**config.mk**
```make
export PLATFORM = sky130hd
export DESIGN_NAME = sh_recombine_monitor_flat
export DESIGN_NICKNAME = d
export VERILOG_FILES = /design/src/rtl/sh_recombine_monitor_if.sv /design/src/rtl/sh_recombine_monitor.sv /design/src/flat_wrapper.sv
export SDC_FILE = /design/constraint.sdc
export NUM_CORES = 1
export LEC_CHECK = 0
export ABC_CLOCK_PERIOD_IN_PS = 5000
export CELL_PAD_IN_SITES_DETAIL_PLACEMENT = 0
export CELL_PAD_IN_SITES_GLOBAL_PLACEMENT = 2
export CORE_MARGIN = 1
export CORE_UTILIZATION = 50
export CTS_BUF_LIST = sky130_fd_sc_hd__clkbuf_8
export DETAILED_ROUTE_END_ITERATION = 10
export PLACE_DENSITY = 0.94
export SLEW_MARGIN = 15
export SYNTH_ARGS = -nofsm -noshare
export SYNTH_HDL_FRONTEND = slang
export SYNTH_SLANG_ARGS = --single-unit
```
**constraint.sdc**
```tcl
create_clock -name clk -period 5 [get_ports clk]
set_input_delay 1 -clock clk [delete_from_list [all_inputs] [get_ports clk]]
set_output_delay 1 -clock clk [all_outputs]
set_load 0.02 [all_outputs]
```
**src/rtl/sh_recombine_monitor_if.sv**
```systemverilog
// Bundle of the beat-input, result and log-readback signals of sh_recombine_monitor.
// The monitor uses the slave modport; whoever feeds beats and pops the log uses master.
interface sh_recombine_monitor_if #(
    parameter int d      = 2,
    parameter int NBYTES = 4,
    parameter int DEPTH  = 16
);
    localparam int W  = 8 * NBYTES;
    localparam int LW = $clog2(DEPTH) + 1;

    // in_valid/in_ready: a beat (sh_in, cmp_en, exp_word) transfers on a rising edge
    // where both are high; the source holds the beat until then. rd_en is a
    // fire-and-forget pop request answered by a one-cycle rd_valid pulse.
    logic            in_valid;
    logic            in_ready;
    logic [W*d-1:0]  sh_in;
    logic            cmp_en;
    logic [W-1:0]    exp_word;
    logic            plain_valid;
    logic [W-1:0]    plain_word;
    logic            mismatch;
    logic [15:0]     mis_count;
    logic            rd_en;
    logic            rd_valid;
    logic [W-1:0]    rd_data;
    logic [LW-1:0]   level;
    logic            overflow;
    logic            underflow;

    modport master (
        output in_valid, sh_in, cmp_en, exp_word, rd_en,
        input  in_ready, plain_valid, plain_word, mismatch, mis_count,
               rd_valid, rd_data, level, overflow, underflow
    );

    modport slave (
        input  in_valid, sh_in, cmp_en, exp_word, rd_en,
        output in_ready, plain_valid, plain_word, mismatch, mis_count,
               rd_valid, rd_data, level, overflow, underflow
    );
endinterface

```
**src/rtl/sh_recombine_monitor.sv**
```systemverilog
// Debug monitor: XOR-recombines d-share beats to plain bytes, optionally compares them
// against an expected word, and keeps the plain beats in a DEPTH-entry circular log.
module sh_recombine_monitor #(
    parameter int d         = 2,
    parameter int NBYTES    = 4,
    parameter int DEPTH     = 16,
    parameter bit STOP_FULL = 1'b0
) (
    input logic                 clk,
    input logic                 syn_rst,
    sh_recombine_monitor_if.slave bus
);
    localparam int W  = 8 * NBYTES;
    localparam int AW = $clog2(DEPTH);
    localparam int LW = AW + 1;
    localparam logic [LW-1:0] FULL_LVL = LW'(DEPTH);

    logic [W-1:0]  mem [DEPTH];
    logic [AW-1:0] wr_ptr;
    logic [AW-1:0] rd_ptr;
    logic [LW-1:0] level_q;
    logic [LW-1:0] level_d;

    logic [W-1:0]  plain_c;
    logic          full;
    logic          empty;
    logic          in_ready_c;
    logic          accept;
    logic          pop;
    logic          overwrite;
    logic          mismatch_c;

    logic          plain_valid_q;
    logic [W-1:0]  plain_q;
    logic [W-1:0]  exp_q;
    logic          cmp_en_q;
    logic [15:0]   mis_count_q;
    logic          rd_valid_q;
    logic [W-1:0]  rd_data_q;
    logic          overflow_q;
    logic          underflow_q;

    // Share k of plain bit b sits at d*b + k, so each plain bit is the XOR of one d-wide slice.
    always_comb begin
        plain_c = '0;
        for (int b = 0; b < W; b++) begin
            plain_c[b] = ^bus.sh_in[d*b +: d];
        end
    end

    assign full       = (level_q == FULL_LVL);
    assign empty      = (level_q == '0);
    assign in_ready_c = !(STOP_FULL && full);
    assign accept     = bus.in_valid & in_ready_c;
    assign pop        = bus.rd_en & !empty;
    // Only reachable with STOP_FULL=0: the newest beat evicts the oldest entry.
    assign overwrite  = accept & full & !pop;
    assign mismatch_c = plain_valid_q & cmp_en_q & (plain_q != exp_q);

    always_comb begin
        level_d = level_q;
        if (accept && !pop && !full) begin
            level_d = level_q + 1'b1;
        end else if (pop && !accept) begin
            level_d = level_q - 1'b1;
        end
    end

    // Log storage carries no reset; pointers and level define which entries are live.
    always_ff @(posedge clk) begin
        if (accept) begin
            mem[wr_ptr] <= plain_c;
        end
    end

    always_ff @(posedge clk) begin
        if (syn_rst) begin
            wr_ptr        <= '0;
            rd_ptr        <= '0;
            level_q       <= '0;
            plain_valid_q <= 1'b0;
            plain_q       <= '0;
            exp_q         <= '0;
            cmp_en_q      <= 1'b0;
            mis_count_q   <= '0;
            rd_valid_q    <= 1'b0;
            rd_data_q     <= '0;
            overflow_q    <= 1'b0;
            underflow_q   <= 1'b0;
        end else begin
            level_q       <= level_d;
            plain_valid_q <= accept;
            rd_valid_q    <= pop;

            if (accept) begin
                wr_ptr   <= wr_ptr + 1'b1;
                plain_q  <= plain_c;
                exp_q    <= bus.exp_word;
                cmp_en_q <= bus.cmp_en;
            end

            // The read samples the array before this edge's write lands, so a
            // pop that collides with a write to the same slot returns the old entry.
            if (pop) begin
                rd_data_q <= mem[rd_ptr];
            end
            if (pop || overwrite) begin
                rd_ptr <= rd_ptr + 1'b1;
            end

            if (overwrite) begin
                overflow_q <= 1'b1;
            end
            if (bus.rd_en && empty) begin
                underflow_q <= 1'b1;
            end

            if (mismatch_c && (mis_count_q != 16'hFFFF)) begin
                mis_count_q <= mis_count_q + 16'd1;
            end
        end
    end

    assign bus.in_ready    = in_ready_c;
    assign bus.plain_valid = plain_valid_q;
    assign bus.plain_word  = plain_q;
    assign bus.mismatch    = mismatch_c;
    assign bus.mis_count   = mis_count_q;
    assign bus.rd_valid    = rd_valid_q;
    assign bus.rd_data     = rd_data_q;
    assign bus.level       = level_q;
    assign bus.overflow    = overflow_q;
    assign bus.underflow   = underflow_q;
endmodule
```
**src/flat_wrapper.sv**
```systemverilog
// flat-port wrapper written by rule: the top's interface ports become plain ports
module sh_recombine_monitor_flat 
#(
    parameter int d         = 2,
    parameter int NBYTES    = 4,
    parameter int DEPTH     = 16,
    parameter bit STOP_FULL = 1'b0
)
  (clk, syn_rst, bus_in_valid, bus_sh_in, bus_cmp_en, bus_exp_word, bus_rd_en, bus_in_ready, bus_plain_valid, bus_plain_word, bus_mismatch, bus_mis_count, bus_rd_valid, bus_rd_data, bus_level, bus_overflow, bus_underflow);
  sh_recombine_monitor_if #(.d(d), .NBYTES(NBYTES), .DEPTH(DEPTH)) bus_i ();
  input logic clk;
  input logic syn_rst;
  input wire logic [$bits(bus_i.in_valid)-1:0] bus_in_valid;
  input wire logic [$bits(bus_i.sh_in)-1:0] bus_sh_in;
  input wire logic [$bits(bus_i.cmp_en)-1:0] bus_cmp_en;
  input wire logic [$bits(bus_i.exp_word)-1:0] bus_exp_word;
  input wire logic [$bits(bus_i.rd_en)-1:0] bus_rd_en;
  output wire logic [$bits(bus_i.in_ready)-1:0] bus_in_ready;
  output wire logic [$bits(bus_i.plain_valid)-1:0] bus_plain_valid;
  output wire logic [$bits(bus_i.plain_word)-1:0] bus_plain_word;
  output wire logic [$bits(bus_i.mismatch)-1:0] bus_mismatch;
  output wire logic [$bits(bus_i.mis_count)-1:0] bus_mis_count;
  output wire logic [$bits(bus_i.rd_valid)-1:0] bus_rd_valid;
  output wire logic [$bits(bus_i.rd_data)-1:0] bus_rd_data;
  output wire logic [$bits(bus_i.level)-1:0] bus_level;
  output wire logic [$bits(bus_i.overflow)-1:0] bus_overflow;
  output wire logic [$bits(bus_i.underflow)-1:0] bus_underflow;
  assign bus_i.in_valid = bus_in_valid;
  assign bus_i.sh_in = bus_sh_in;
  assign bus_i.cmp_en = bus_cmp_en;
  assign bus_i.exp_word = bus_exp_word;
  assign bus_i.rd_en = bus_rd_en;
  assign bus_in_ready = bus_i.in_ready;
  assign bus_plain_valid = bus_i.plain_valid;
  assign bus_plain_word = bus_i.plain_word;
  assign bus_mismatch = bus_i.mismatch;
  assign bus_mis_count = bus_i.mis_count;
  assign bus_rd_valid = bus_i.rd_valid;
  assign bus_rd_data = bus_i.rd_data;
  assign bus_level = bus_i.level;
  assign bus_overflow = bus_i.overflow;
  assign bus_underflow = bus_i.underflow;
  sh_recombine_monitor #(.d(d), .NBYTES(NBYTES), .DEPTH(DEPTH), .STOP_FULL(STOP_FULL)) u_core (.clk(clk), .syn_rst(syn_rst), .bus(bus_i));
endmodule
```
==> results of run 1 <==
==> per-stage QoR <==
stage                     hold slack [ns]  total power (W)  instance area, um^2
after global placement              0.458          0.00892                27600
after floorplan                     0.480          0.00813                24900
after global routing                0.500           0.0134                29600
final                               0.477           0.0129                29600
after detailed placement            0.463          0.00895                27600
after CTS                           0.481           0.0130                29500
==> critical path: cells and delay by family (launching register included) <==
family | cells | cell delay (ns)
buf+inv | 2 | 0.65
flops | 1 | 0.33
compound gates | 1 | 0.49
simple gates | 2 | 0.74
xor+xnor | 1 | 0.17
==> logic make-up after synthesis <==
group | synth area share [%]
other | 0.0151
adders and majority gates | 0.533
buffers and inverters | 1.58
AOI/OAI and AO/OA | 2.06
muxes | 17.6
DFF | 72.2
and+or+nand+nor | 3.50
xor gates and xnor gates | 2.57
==> cell usage in the layout (no fill, tap or decap), types with 6 or more instances in the layout <==
cell,instances
o31ai_1,6
mux4_1,6
clkdlybuf4s50_1,188
mux4_2,154
nand4_1,8
inv_1,48
nor2_1,91
a22o_1,32
xor2_1,53
dfxtp_1,126
clkbuf_8,105
and2_2,7
buf_4,41
nor2b_1,6
a21oi_1,14
nor4_1,9
and2_1,11
or4_1,6
mux2i_1,69
xor2_2,15
edfxtp_1,512
ha_1,9
clkinv_1,20
nand2_1,11
==> metal layers <==
metal | vias to the layer above | GRT usage, %
met5 | - | 0
met4 | 2 | 8.03
met3 | 91 | 5.35
met2 | 602 | 35.9
met1 | 6560 | 30.3
li1 | 5670 | -
==> state kept, by name, summed over array words and instances (netlist names) <==
signal                  cells
u_core.bus.plain_word      32
u_core.exp_q               32
u_core.rd_ptr               4
u_core.cmp_en_q             1
u_core.bus.rd_valid         1
u_core.bus.level            5
u_core.mem                512
u_core.bus.underflow        1
u_core.bus.plain_valid      1
u_core.bus.rd_data         32
u_core.bus.mis_count       16
u_core.wr_ptr               4
u_core.bus.overflow         1
==> area by class of cell <==
class | instances | area [um^2]
Multi-Input combinational cell | 562 | 6660
Sequential cell | 642 | 18000
Tap cell | 664 | 831
Fill cell | 3470 | 19400
Timing Repair Buffer | 232 | 2250
Clock inverter | 77 | 419
Clock buffer | 105 | 1450
Inverter | 7 | 26.3
==> power by group through the flow <==
stage	clock, W	combinational [W]	sequential [W]
5_1_grt	0.00440	0.00263	0.00639
2_1_floorplan	0	0.00171	0.00642
3_3_place_gp	0	0.00245	0.00647
4_1_cts	0.00418	0.00249	0.00637
6_report	0.00409	0.00247	0.00636
3_5_place_dp	0	0.00248	0.00648
==> worst max-delay path by stage <==
stage / endpoint / depth (start not counted) / from
2_1_floorplan: u_core.mem[0][0] / 4 / bus_in_valid
3_3_place_gp: u_core.bus.level[4] / 10 / bus_rd_en
3_5_place_dp: u_core.bus.level[4] / 10 / bus_rd_en
4_1_cts: bus_mismatch / 6 / u_core.bus.plain_word[30]
5_1_grt: bus_mismatch / 6 / u_core.bus.plain_word[30]
6_report: bus_mismatch / 6 / u_core.bus.plain_word[30]
==> results.json, run 1 <==
{
  "drt_iter0_markers": 1041,
  "fin_crit_ns": 4.03,
  "stdcell_count": 2289,
  "syn_avg_cell_area_um2": 19.5,
  "start_kind": "register",
  "drv_cap": 0,
  "cts.clk_slew.worst_paths_ns": 0.06,
  "drtPass1Iterations": 4,
  "layout_setup_ws_ns": 0.975,
  "cp_max_fo": 8,
  "setup_violations": 0,
  "place_hpwl_um": 32900,
  "yosys.area.top_type_share_pct": 61.7,
  "synthCells": 1278,
  "dp_worst_setup_slack_ns": 1.27,
  "synthToLayoutAreaGrowth_pct": 18.9,
  "wl_met1_um": 22400,
  "r2r_end": "u_core.bus.level[4]",
  "die_w_um": 225,
  "finalCritPeriodShare_pct": 80.5,
  "yosys.area.top_type": "edfxtp_1",
  "synth.most_common_cell": "edfxtp_1",
  "p_per_area_nw_per_um2": 436,
  "track_usage_pct": 22.5,
  "path_cells": "xor2_1 > nor4_1 > nand4_1 > o21bai_1 > inv_1 > clkdlybuf4s50_1",
  "grt_pass1_wl_um": 82600,
  "worst_pin_slew_ns": 1.10,
  "rows": 81,
  "post_cts_buffers": 0,
  "synth_top_cells_by_area": "edfxtp_1, mux4_2, dfxtp_1",
  "num_antenna_cells": 0,
  "hold_class": "register to register",
  "overflow": 0,
  "via_count": 12900,
  "maxSlewViolCount": 0,
  "internal_power_w": 0.00951,
  "syn_area_um2": 24900,
  "ys_types": 55,
  "tritoncts": "yes",
  "leakage_nw": 10.1,
  "finalSetupTns_ns": 0,
  "fin_util_pct": 60.4,
  "hold_depth": 2,
  "port_buffers": 190,
  "combPwrFrac_pct": 19.1,
  "fmax_mhz": 248,
  "antenna_left": 0,
  "ctsHoldBuffers": 0,
  "cts_resized": 0,
  "worstHoldStart": "u_core.bus.underflow",
  "ys_seq_elements": 642,
  "skew_ns": 0.0408,
  "worstSetupPathType": "register to output pin",
  "status": "finished clean",
  "power_frac_seq_pct": 49.2,
  "die_h_um": 225,
  "viasPerCell": 5.65,
  "hold_violations": 0,
  "drive_above_1_share_pct": 21.8,
  "final_nets": 1654,
  "critPathSlowestCell": "clkdlybuf4s50_1",
  "required_ns": 4.00,
  "rr_startpoint": "u_core.bus.level[0]",
  "hold_end": "u_core.bus.underflow",
  "pin_count": 192,
  "grt_pass1_vias": 13400,
  "cts_made_buffers": 98,
  "ff2ff_path_depth": 10,
  "met2_length_um": 26800,
  "ys_seq_area_share_pct": 72.2,
  "wire_per_inst_um": 24.4,
  "crit_arrival_ns": 3.03,
  "rrSetupSlack_ns": 1.91,
  "rsz0062_at_grt": "no",
  "ir_worst_vdd_mv": 0.247,
  "switching_power_w": 0.00341,
  "wl_met3_um": 5090,
  "clock_latency_ns": 0.68,
  "coreArea_um2": 49100,
  "relSlewSlack_pct": 26.4,
  "place_congestion": 0.830,
  "htree_levels": 3,
  "clockBufferDepth": 3,
  "highest_layer": "met5",
  "synth-edff-count": 512,
  "antenna_found_initial": 2,
  "start_util_pct": 50.8,
  "cts-root-buf": "clkbuf_8",
  "p_clk_share_pct": 31.7,
  "p_sw_share_pct": 26.4,
  "dpl.cell_count": 2107,
  "synth-async-reset-ratio_pct": 0,
  "wirelength_um": 55700,
  "clock-sinks": 642,
  "critPathMaxStageDelay_ns": 0.56,
  "yosys_warnings": 0,
  "syn_nets": 1389,
  "end_kind": "output pin",
  "synth_common_cells": "edfxtp_1, mux4_2, dfxtp_1",
  "die_area_um2": 50700,
  "route.detailed.drc": 0,
  "grt_max_degree": 101,
  "synth_ff_type": "edfxtp_1"
}
Note: power is estimated with default switching activity, not from simulation.
==> run 2: changes to the inputs <==
Settings changed: ABC_CLOCK_PERIOD_IN_PS 5000 to 3620, CORE_UTILIZATION 50 to 42, PLACE_DENSITY 0.94 to 0.85.
Clock period 5 ns to 3.62 ns, I/O delays scaled along.
==> run 2 against run 1 <==
Against the previous run:
- setup slack worse by 0.84 ns
- clock power up 53%
- die area up 19%
- combinational power up 47%
- sequential share of layout area down 1.1 points
- cell area up 1.8%
- critical path type unchanged
- critical endpoint unchanged
==> results.json, run 2 (same netlist as run 1, synthesis figures left out) <==
{
  "required_ns": 2.90,
  "grt_max_degree": 69,
  "clockBufferDepth": 3,
  "layout_setup_ws_ns": 0.138,
  "clock_latency_ns": 0.67,
  "ir_worst_vdd_mv": 0.381,
  "worst_pin_slew_ns": 1.22,
  "route.detailed.drc": 0,
  "drv_cap": 0,
  "htree_levels": 3,
  "placed_cell_area_um2": 28000,
  "status": "finished clean",
  "port_buffers": 190,
  "cp_max_fo": 3,
  "antenna_left": 0,
  "final_nets": 1686,
  "drtPass1Iterations": 5,
  "drive_above_1_share_pct": 23.5,
  "clock-sinks": 642,
  "hold_violations": 0,
  "globalRouteMet1Util_pct": 25.3,
  "die_w_um": 246,
  "regMostFlops": "u_core.mem",
  "largest_reg_flops": 512,
  "synthToLayoutAreaGrowth_pct": 21.0,
  "leakage_nw": 10.3,
  "fin_crit_ns": 3.48,
  "via_count": 13000,
  "grtUsageMet3_pct": 4.90,
  "finalCritPeriodShare_pct": 96.2,
  "fmax_mhz": 287,
  "hold_class": "primary input to register",
  "relSlewSlack_pct": 18.6,
  "busiest_layer": "met2",
  "rows": 88,
  "dp_worst_setup_slack_ns": 0.457,
  "fill_cells": 4634,
  "viasPerCell": 5.36,
  "drt_iter0_markers": 1060,
  "tritoncts": "yes",
  "place_hpwl_um": 34300,
  "grt_pass1_wl_um": 84700,
  "skew_ns": 0.0296,
  "overflow": 0,
  "final_cell_mix": "edfxtp_1, clkdlybuf4s50_1, mux4_2, dfxtp_1, clkbuf_8",
  "num_antenna_cells": 0,
  "track_usage_pct": 19.2,
  "register_area_um2": 18000,
  "rrSetupSlack_ns": 0.69,
  "maxSlewViolCount": 0,
  "multi_input_area_um2": 6560,
  "grt_use_met2_pct": 30.9,
  "start_util_pct": 42.8,
  "p_per_area_nw_per_um2": 616,
  "grt_pass1_vias": 13600,
  "setup_violations": 0,
  "finalSetupTns_ns": 0,
  "fin_area_um2": 30100,
  "cts_made_buffers": 101,
  "rsz0062_at_grt": "no",
  "place_congestion": 0.789,
  "cts.clk_slew.worst_paths_ns": 0.06,
  "antenna_found_initial": 0,
  "final_common_cell": "edfxtp_1",
  "post_cts_buffers": 0,
  "coreArea_um2": 58100,
  "wirelength_um": 57100,
  "start_kind": "register",
  "crit_arrival_ns": 2.76,
  "worstSetupPathType": "register to output pin",
  "wire_per_inst_um": 23.5,
  "die_area_um2": 60300,
  "end_kind": "output pin",
  "hold_slack_ns": 0.458,
  "pin_count": 192,
  "die_h_um": 246,
  "cts-root-buf": "clkbuf_8"
}
==> run 2: changes by cell type in the layout (fill, tap and decap cells not counted), sizes merged <==
cell      change
buf          +29
inv          -20
clkbuf       +12
clkinv       +11
bufinv        +4
clkinvlp      +1
==> run 2: where the power goes <==
group	switching [W]	leakage (nW)	internal (W)	total, W
Clock	0.00281	1.18	0.00346	0.00627
Sequential	0.000296	5.70	0.00836	0.00866
Combinational	0.00174	3.40	0.00190	0.00364
==> run 2: path summary, 6_finish.rpt <==
check	cells past startpoint	end	start
setup / recovery	6	bus_mismatch	u_core.bus.plain_word[27]
hold / removal	2	u_core.exp_q[25]	syn_rst
setup reg to reg	11	u_core.bus.level[4]	u_core.bus.level[0]
hold reg to reg	1	u_core.bus.rd_data[6]	u_core.bus.rd_data[6]
==> run 2: final cells by class <==
class | count | share of cell area, %
clock inverters | 73 | 1.67
clock buffers | 117 | 5.34
repair buffers | 261 | 8.27
inverters | 7 | 0.0872
multi-input cells | 562 | 21.8
well taps | 765 | 3.18
flip-flops and latches | 642 | 59.7
==> run 2: routing by layer <==
layer	vias up	part of all wire [%]
met1	6625	41
li1	5753	-
met5	-	0
met2	524	48
met3	96	8.3
met4	0	2.2
==> run 2: stage by stage <==
step,power [W],util [%],cells
finish,0.0186,51.8,2427
global route,0.0193,51.8,2427
CTS,0.0188,51.8,2427
detailed placement,0.0125,48.2,2237
global placement,0.0124,48.2,2237
floorplan,0.0112,-,1278
==> run 2: timing repair <==
action / CTS / global route
gates resized for setup: 2 / 0
setup endpoints to repair: 1 / 0
hold buffers: 0 / 0
==> run 2: critical path: stages, from the launching register on <==
cell and delay [ns]:
dfxtp_1 0.33, xor2_1 0.17, nor4_2 0.46, nand4_1 0.21
o21bai_1 0.31, inv_1 0.08, clkdlybuf4s50_1 0.55
==> run 3: changes to the inputs <==
Settings changed: CAP_MARGIN set to 20.
==> run 3 against run 2 <==
Against the previous run:
- clock power down 12%
- non-clock buffer count up 3
- critical path depth unchanged
- flip-flop and latch count unchanged
- setup slack better by 0.029 ns
- routed wire length down 0.11%
- global-route usage about the same
- cell area down 0.87%
- sequential power about the same
- clock-buffer cell count down 11
- register-to-register slack worse by 0.02 ns
- core utilization down 0.45 points
- critical endpoint unchanged
==> results.json, run 3 (same netlist as run 1, synthesis figures left out) <==
{
  "status": "finished clean",
  "globalRouteMet1Util_pct": 24.9,
  "drt_iter0_markers": 1041,
  "track_usage_pct": 19.2,
  "antenna_found_initial": 0,
  "via_count": 12900,
  "grt_use_met2_pct": 30.8,
  "final_cell_mix": "edfxtp_1, clkdlybuf4s50_1, mux4_2, dfxtp_1, clkbuf_8",
  "worstSetupPathType": "register to output pin",
  "num_antenna_cells": 0,
  "fill_cells": 4732,
  "end_kind": "output pin",
  "worst_pin_slew_ns": 0.895,
  "finalSetupTns_ns": 0,
  "cts_made_buffers": 101,
  "grtUsageMet3_pct": 5.43,
  "grt_max_degree": 69,
  "drv_cap": 0,
  "regMostFlops": "u_core.mem",
  "grt_pass1_wl_um": 84600,
  "viasPerCell": 5.33,
  "hold_end": "u_core.bus.overflow",
  "start_kind": "register",
  "clock_latency_ns": 0.68,
  "fin_crit_ns": 3.45,
  "final_common_cell": "edfxtp_1",
  "rows": 88,
  "start_util_pct": 42.8,
  "busiest_layer": "met2",
  "maxSlewViolCount": 0,
  "relSlewSlack_pct": 40.3,
  "hold_violations": 0,
  "cts.clk_slew.worst_paths_ns": 0.06,
  "largest_reg_flops": 512,
  "leakage_nw": 10.2,
  "finalCritPeriodShare_pct": 95.4,
  "rsz0062_at_grt": "no",
  "post_cts_buffers": 0,
  "rr_startpoint": "u_core.bus.level[0]",
  "overflow": 0,
  "route.detailed.drc": 0,
  "pin_count": 192,
  "wire_per_inst_um": 23.5,
  "grt_pass1_vias": 13600,
  "htree_levels": 3,
  "clockBufferDepth": 3,
  "hold_class": "primary input to register",
  "drtPass1Iterations": 5,
  "r2r_end": "u_core.bus.level[4]",
  "final_nets": 1689,
  "hold_depth": 2,
  "antenna_left": 0,
  "place_hpwl_um": 34500,
  "port_buffers": 190,
  "drive_above_1_share_pct": 22.5,
  "setup_violations": 0,
  "dpl.cell_count": 2238,
  "die_h_um": 246,
  "required_ns": 2.90,
  "ctsHoldBuffers": 0,
  "fmax_mhz": 290,
  "die_w_um": 246,
  "coreArea_um2": 58100,
  "worstHoldStart": "syn_rst",
  "ir_worst_vdd_mv": 0.344,
  "stdcell_count": 2421,
  "cts-root-buf": "clkbuf_8",
  "ff2ff_path_depth": 11,
  "cp_max_fo": 3,
  "skew_ns": 0.0245,
  "synthToLayoutAreaGrowth_pct": 20.0,
  "crit_arrival_ns": 2.73,
  "rrSetupSlack_ns": 0.67,
  "tritoncts": "yes",
  "wirelength_um": 57000,
  "p_per_area_nw_per_um2": 596,
  "clock-sinks": 642,
  "die_area_um2": 60300,
  "place_congestion": 0.789
}
run 3: cell count changes in the layout (fill, tap and decap cells not counted), sizes merged:
cell	change
inv	+7
bufinv	-6
buf	+2
clkbuf	-10
clkinvlp	+1
run 3: how the worst max path moves through the flow:
stage / end / startpoint / slack [ns]
4_1_cts: bus_mismatch / u_core.bus.plain_word[27] / 0.07
6_report: bus_mismatch / u_core.bus.plain_word[18] / 0.17
3_3_place_gp: u_core.bus.level[4] / bus_rd_en / 0.49
2_1_floorplan: u_core.mem[0][0] / bus_in_valid / 0.90
3_5_place_dp: u_core.bus.level[4] / bus_rd_en / 0.47
5_1_grt: bus_mismatch / u_core.bus.plain_word[25] / 0.03
run 3: power breakdown:
| group | switching [W] | leakage (nW) | internal, W |
|---|---|---|---|
| Sequential | 0.000296 | 5.70 | 0.00836 |
| Combinational | 0.00174 | 3.42 | 0.00191 |
| Clock | 0.00273 | 1.04 | 0.00277 |
| Total | 0.00477 | 10.2 | 0.0130 |
run 3: per-layer routing:
layer  part of all wire (%)  vias to the layer above
met5                      0                        -
met1                     40                     6551
met2                     48                      535
met4                    2.0                        0
met3                    9.2                       84
li1                       -                     5740
run 3: area by class of cell:
type	count	area [um^2]	share of cell area (%)
clock buffers	106	1460	4.88
clock inverters	75	349	1.17
inverters	7	26.3	0.0879
multi-input cells	562	6570	22.0
flip-flops and latches	642	18000	60.2
well taps	765	957	3.20
repair buffers	264	2530	8.46
run 3: metrics by stage:
| step | worst slack, ns | utilization (%) | total power [W] | instance area, um^2 | hold slack [ns] |
|---|---|---|---|---|---|
| 2_1_floorplan | 0.902 | - | 0.0112 | 24900 | 0.480 |
| 3_3_place_gp | 0.493 | 48.2 | 0.0124 | 28000 | 0.465 |
| 3_5_place_dp | 0.465 | 48.2 | 0.0125 | 28000 | 0.471 |
| 4_1_cts | 0.0694 | 51.3 | 0.0180 | 29800 | 0.398 |
| 5_1_grt | 0.0309 | 51.4 | 0.0186 | 29900 | 0.434 |
| 6_report | 0.166 | 51.4 | 0.0178 | 29900 | 0.447 |
run 3: worst max-delay path: stages (launching register included):
cell and delay (ns):
dfxtp_1 0.33, xor2_1 0.20, nor4_1 0.42, nand4_1 0.20
o21bai_1 0.28, inv_1 0.08, clkdlybuf4s50_1 0.54
run 3: repair_timing:
action	in CTS	in global routing
endpoints found under the setup margin	1	1
gates resized for setup	2	1
gates cloned	0	0
